$ cat config.mk
export PLATFORM = sky130hd
export DESIGN_NAME = ams_pwm_dither_gen
export DESIGN_NICKNAME = d
export VERILOG_FILES = /design/src/rtl/ams_pwm_dither_gen.sv
export SDC_FILE = /design/constraint.sdc
export NUM_CORES = 1
export LEC_CHECK = 0
export BUFFER_PORTS_ARGS = -buffer_cell sky130_fd_sc_hd__buf_4
export CAP_MARGIN = 20
export CORE_ASPECT_RATIO = 0.6
export CORE_UTILIZATION = 40
export CTS_CLUSTER_SIZE = 8
export DETAILED_ROUTE_END_ITERATION = 6
export PLACE_DENSITY = 0.73
export SLEW_MARGIN = 20
export SYNTH_ARGS = -nofsm -noshare
export SYNTH_HDL_FRONTEND = slang
export SYNTH_SLANG_ARGS = --single-unit
$ cat constraint.sdc
create_clock -name clk_i -period 2.7 [get_ports clk_i]
set_input_delay 0.405 -clock clk_i [delete_from_list [all_inputs] [get_ports clk_i]]
set_output_delay 0.405 -clock clk_i [all_outputs]
set_load 0.02 [all_outputs]
$ cat src/rtl/ams_pwm_dither_gen.sv
// 8-bit PWM generator with a 16-period dither pattern that gives 12-bit average resolution.
// The dither feature is compiled in only when the macro AMS_PWM_DITHER_EN is defined.
module ams_pwm_dither_gen #(
    parameter int               CCW      = 24,
    parameter logic [CCW-1:0]   INIT_CFG = 24'h000000
) (
    input  logic             clk_i,
    input  logic             rstn_i,
    input  logic [CCW-1:0]   cfg_i,
    input  logic             en_i,
    output logic             pwm_o,
    output logic             frame_o,
    output logic [CCW-1:0]   cfg_r_o
);

    logic [7:0] cnt_reg, cnt_next;
    logic [3:0] seq_reg, seq_next;
    logic [7:0] duty_reg, duty_next;
    logic       pwm_reg, pwm_next;
    logic       frame_reg, frame_next;
    logic       load;
    logic       dith_bit;
    logic [8:0] thr;

`ifdef AMS_PWM_DITHER_EN
    logic [15:0] dith_reg, dith_next;

    always_comb begin
        dith_next = dith_reg;
        if (!en_i || load) begin
            dith_next = cfg_i[15:0];
        end
    end

    always_ff @(posedge clk_i or negedge rstn_i) begin
        if (!rstn_i) begin
            dith_reg <= INIT_CFG[15:0];
        end else begin
            dith_reg <= dith_next;
        end
    end

    assign dith_bit = dith_reg[seq_reg];
    assign cfg_r_o  = {duty_reg, dith_reg};
`else
    // Pattern bits are not stored in this build; keep them visibly unused.
    logic unused_dith;
    assign unused_dith = ^cfg_i[15:0];
    assign dith_bit    = 1'b0;
    assign cfg_r_o     = {duty_reg, 16'h0000};
`endif

    // Shadow reload happens only on the last clock of a frame.
    assign load = en_i && (cnt_reg == 8'hFF) && (seq_reg == 4'hF);
    assign thr  = {1'b0, duty_reg} + {8'd0, dith_bit};

    always_comb begin
        cnt_next   = 8'd0;
        seq_next   = 4'd0;
        pwm_next   = 1'b0;
        frame_next = 1'b0;
        duty_next  = cfg_i[23:16];
        if (en_i) begin
            cnt_next   = cnt_reg + 8'd1;
            seq_next   = (cnt_reg == 8'hFF) ? seq_reg + 4'd1 : seq_reg;
            pwm_next   = ({1'b0, cnt_reg} < thr);
            frame_next = (cnt_reg == 8'd0) && (seq_reg == 4'd0);
            duty_next  = load ? cfg_i[23:16] : duty_reg;
        end
    end

    always_ff @(posedge clk_i or negedge rstn_i) begin
        if (!rstn_i) begin
            cnt_reg   <= 8'd0;
            seq_reg   <= 4'd0;
            duty_reg  <= INIT_CFG[23:16];
            pwm_reg   <= 1'b0;
            frame_reg <= 1'b0;
        end else begin
            cnt_reg   <= cnt_next;
            seq_reg   <= seq_next;
            duty_reg  <= duty_next;
            pwm_reg   <= pwm_next;
            frame_reg <= frame_next;
        end
    end

    assign pwm_o   = pwm_reg;
    assign frame_o = frame_reg;

endmodule

* Word-level counts from Yosys, hierarchy flattened
Cells that the tools add are included.
** Storage, ports and cells
- Register bits after elaboration :: 22
- Input bits :: 27
- Logic and storage cells :: 24
** Cells by class
- Add/subtract/negate cells :: 2
- Order comparisons :: 1
- Equality and inequality tests :: 4
- Multiplexer cells :: 7
- Reductions and logical operators :: 5
** Operators by type and width (number)
- $mux W8 :: 3
- $add A8 B1 Y8 const B :: 1
- $eq A8 B8 Y1 const B :: 1
- $logic_not A8 Y1 :: 1
- $lt A8 B8 Y1 :: 1
- $mux W4 :: 2
- $add A4 B1 Y4 const B :: 1
- $eq A4 B4 Y1 const B :: 1
- $logic_not A4 Y1 :: 1
- $ne A2 B1 Y1 const B :: 2
- $logic_and A1 B1 Y1 :: 3
- $mux W1 :: 2

* Longest topological paths before layout
- Depth in word-level cells :: 5
- Gate-level depth with buffers :: 5
- Mapped depth without buffers :: 5

* Worst setup path after synthesis
Ideal clock, no wire load.
- Kind :: register to register
- Start :: register cnt_reg[0]
- End :: register duty_reg[0]
- Setup time :: 125 ps
- Arrival :: 1527 ps
- Required time :: 2575 ps
- Path slack :: 1048 ps
- Stages on the path, launching flop included :: 5
- Path buffers :: 0
- Period minus slack after synthesis :: 1652 ps
- Cell sequence :: dfrtp_1 -> ha_1 -> nand3_4 -> o31ai_4 -> mux2_2
** On the way
- Cells in the longest elaborated chain, start to end :: 4
** Ends and longest elaborated chain
- start, declared :: line 16 : logic [7:0] cnt_reg, cnt_next;
- start signal, assigned :: line 80 : cnt_reg <= cnt_next;
- $eq A8 B8 Y1 :: line 54 : assign load = en_i && (cnt_reg == 8'hFF) && (seq_reg == 4'hF);
- $logic_and A1 B1 Y1 (2 in a row) :: line 54
- $ne A2 B1 Y1 (no line)
- end signal, assigned :: line 76 : duty_reg <= INIT_CFG[23:16];
- end signal, assigned :: line 82 : duty_reg <= duty_next;
- end, declared :: line 18 : logic [7:0] duty_reg, duty_next;
Every way passes these cells.
A chain may end at the register's enable or synchronous reset.

* Worst setup path in the final report
- Start :: register cnt_reg[0]
- End :: register duty_reg[2]
The elaborated chain is that of the path after synthesis.

==> impl_metrics.yaml <==
status:
  status: "complete, no violations"
clocking:
  clockBufferDepth: 2
  hold_buffers: 0
  cts_setup_buffers: 0
  numCtsBuffers: 3
  cts_tree: "built"
  insertion_delay_ns: 0.26
  cts_resized: 0
  cts.clk_slew.worst_paths_ns: 0.07
  cts.sink_count: 22
  clockRootBuffer: "clkbuf_8"
  cts_max_level: 1
sta:
  finalCriticalPeriod_ns: 1.89
  period_share_pct: 70.0
  fin_skew_ns: 0.00141
  grt_setup_unrepaired: "no"
  layout_setup_ws_ns: 0.809
  setup_viol: 0
  fin_tns_setup_ns: 0
  slew_violations: 0
  finalHoldViolCount: 0
  max_freq_mhz: 529
detailed_routing:
  ant_nets: 0
  post_drt_via_cell_ratio: 5.04
  totalWireLength_um: 2350
  drt_iter0_drc: 53
  wl_per_cell_um: 12.5
  num_vias: 948
  drc: 0
  dr.pass1.iters: 5
synthesis:
  synth.cell_area_um2: 1320
  synth_top_area_share_pct: 41.8
  synth_flop_cell: "dfrtp_1"
  seq_area_frac_synth_pct: 41.8
  synth_area_leaders: "dfrtp_1 42%, ha_1 10%, buf_4 9.7%"
  synth-async-reset-ratio_pct: 100
  synth_area_leader_cell: "dfrtp_1"
  synth-seq-cells: 22
  synth-edff-count: 0
  synthCells: 126
  avgSynthCellArea_um2: 10.4
  ys_types: 35
  yosys_warnings: 0
floorplan:
  initial_core_util_pct: 43.8
  core_area_um2: 3000
  die_w_um: 76.1
  die-area_um2: 3530
  fp.dieH_um: 46.4
  row_count: 15
  num_io_pins: 53
place:
  place.gp.congestion: 0.844
  dp_slack_ns: 0.817
  dpl.hpwl_um: 1710
  io_buffers: 20
  place_area_um2: 1440
global_routing:
  grt_max_degree: 23
  grt_pass1_wl_um: 3910
  overflow: 0
  grt_pass1_vias: 843
  antenna_found_initial: 0
  track_usage_pct: 14.8
layout:
  finalInstanceArea_um2: 1490
  syn2layout_area_growth_pct: 12.8
  diodes: 0
  drive_gt1_share_pct: 24.7
  n_fill_cell: 266
  fin_util_pct: 49.5
  fin_nets: 186
worst_setup_path:
  worstPathRequired_ns: 2.85
  arrival_ns: 2.04
  crit_chain: "ha_1, nand3_4, o31ai_4, mux2_2"
  critPathMaxStageDelay_ns: 0.52
  critPathLaunchType: "flip-flop"
  path_max_fanout: 8
  crit_path_top_delay_cell: "o31ai_4"
  r2r.worst_path.cells: 4
  path_class: "reg -> reg"
  crit_path_end_kind: "flip-flop"
pwr:
  p_seq_share_pct: 52.5
  comb_power_share_pct: 18.8
  clkPwrFrac_pct: 28.7
  powerDensity_nw_per_um2: 467
  cell_internal_pwr_mw: 0.501
  swShare_pct: 27.7
  leakage_nw: 0.717
  vdd_drop_max_uv: 156
  power_mw: 0.693
  p_sw_mw: 0.192
job:
  maxCapViolations: 0
min_path:
  worstHoldPathType: "in -> async"
Yosys cell counts, types with 2 or more instances:
| cell type | count |
|---|---|
| dfrtp_1 | 22 |
| nand4_1 | 2 |
| nand3_1 | 7 |
| buf_4 | 17 |
| inv_1 | 13 |
| xnor2_1 | 2 |
| nand2_1 | 2 |
| or3_1 | 2 |
| ha_1 | 11 |
| o21ai_0 | 6 |
| a21oi_1 | 7 |
| nor2_1 | 5 |
| mux2_2 | 8 |
layer usage:
layer  global-route usage, %  vias up  part of all wire, %
li1                        -      447                    -
met1                    16.7      463                   44
met2                    26.0       36                   47
met3                    7.52        2                  7.5
met4                    3.08        0                 0.94
met5                       0        -                    0
metrics by stage:
| step | std cells | hold slack, ns |
|---|---|---|
| 6_report | 188 | 0.0202 |
| 5_1_grt | 188 | 0.0424 |
| 4_1_cts | 188 | 0.0315 |
| 3_5_place_dp | 185 | 0.314 |
| 3_3_place_gp | 185 | 0.305 |
| 2_1_floorplan | 141 | 0.109 |
power groups by stage:
stage	clock network [mW]	registers (mW)	logic, mW
finish	0.199	0.364	0.131
global route	0.216	0.367	0.145
CTS	0.206	0.364	0.132
detailed placement	0	0.370	0.131
global placement	0	0.369	0.128
floorplan	0	0.386	0.0799
layout by cell type (no fill, tap or decap), types with 5 or more instances in the layout:
| master | count |
|---|---|
| buf_4 | 20 |
| nand3_1 | 7 |
| a21oi_1 | 7 |
| nor2_1 | 5 |
| conb_1 | 16 |
| dfrtp_1 | 22 |
| mux2_2 | 8 |
| o21ai_0 | 6 |
| inv_1 | 13 |
| ha_1 | 11 |
path summary, 6_finish.rpt:
kind | endpoint | slack [ns] | start
min in group clk_i | duty_reg[7]$_DFFE_PN0P_ | 0.37 | cfg_i[23]
max in group asynchronous | cnt_reg[1]$_DFF_PN0_ | 2.46 | rstn_i
setup / recovery | duty_reg[2]$_DFFE_PN0P_ | 0.81 | cnt_reg[0]$_DFF_PN0_
hold / removal | duty_reg[5]$_DFFE_PN0P_ | 0.02 | rstn_i
setup reg to reg | duty_reg[2]$_DFFE_PN0P_ | 0.81 | cnt_reg[0]$_DFF_PN0_
hold reg to reg | frame_o$_DFF_PN0_ | 0.53 | seq_reg[2]$_DFFE_PN0P_
cells by family (layout without fill, tap and decap cells):
| logic type | after synthesis | after routing | share of synthesized area (%) |
|---|---|---|---|
| simple gates | 30 | 30 | 14.4 |
| buf+inv | 31 | 36 | 13.7 |
| flops | 22 | 22 | 41.8 |
| mux | 9 | 9 | 7.60 |
| compound gates | 19 | 19 | 9.79 |
| fa+ha+maj | 11 | 11 | 10.5 |
| xor+xnor | 3 | 3 | 2.00 |
| other cells | 1 | 16 | 0.285 |
critical path: cells and delay by family (launching register included):
family | cells | cell delay [ns]
compound gates | 1 | 0.52
fa+ha+maj | 1 | 0.28
flops | 1 | 0.44
mux | 1 | 0.40
simple gates | 1 | 0.15
final cells by class:
class / count / area, µm² / area share (%)
timing repair buffer: 20 / 150 / 10.1
clock buffer: 3 / 41.3 / 2.78
inverter: 13 / 48.8 / 3.29
multi-input combinational: 88 / 642 / 43.2
sequential: 22 / 551 / 37.1
tap: 42 / 52.6 / 3.54
Power figures use the tool's default switching activity.
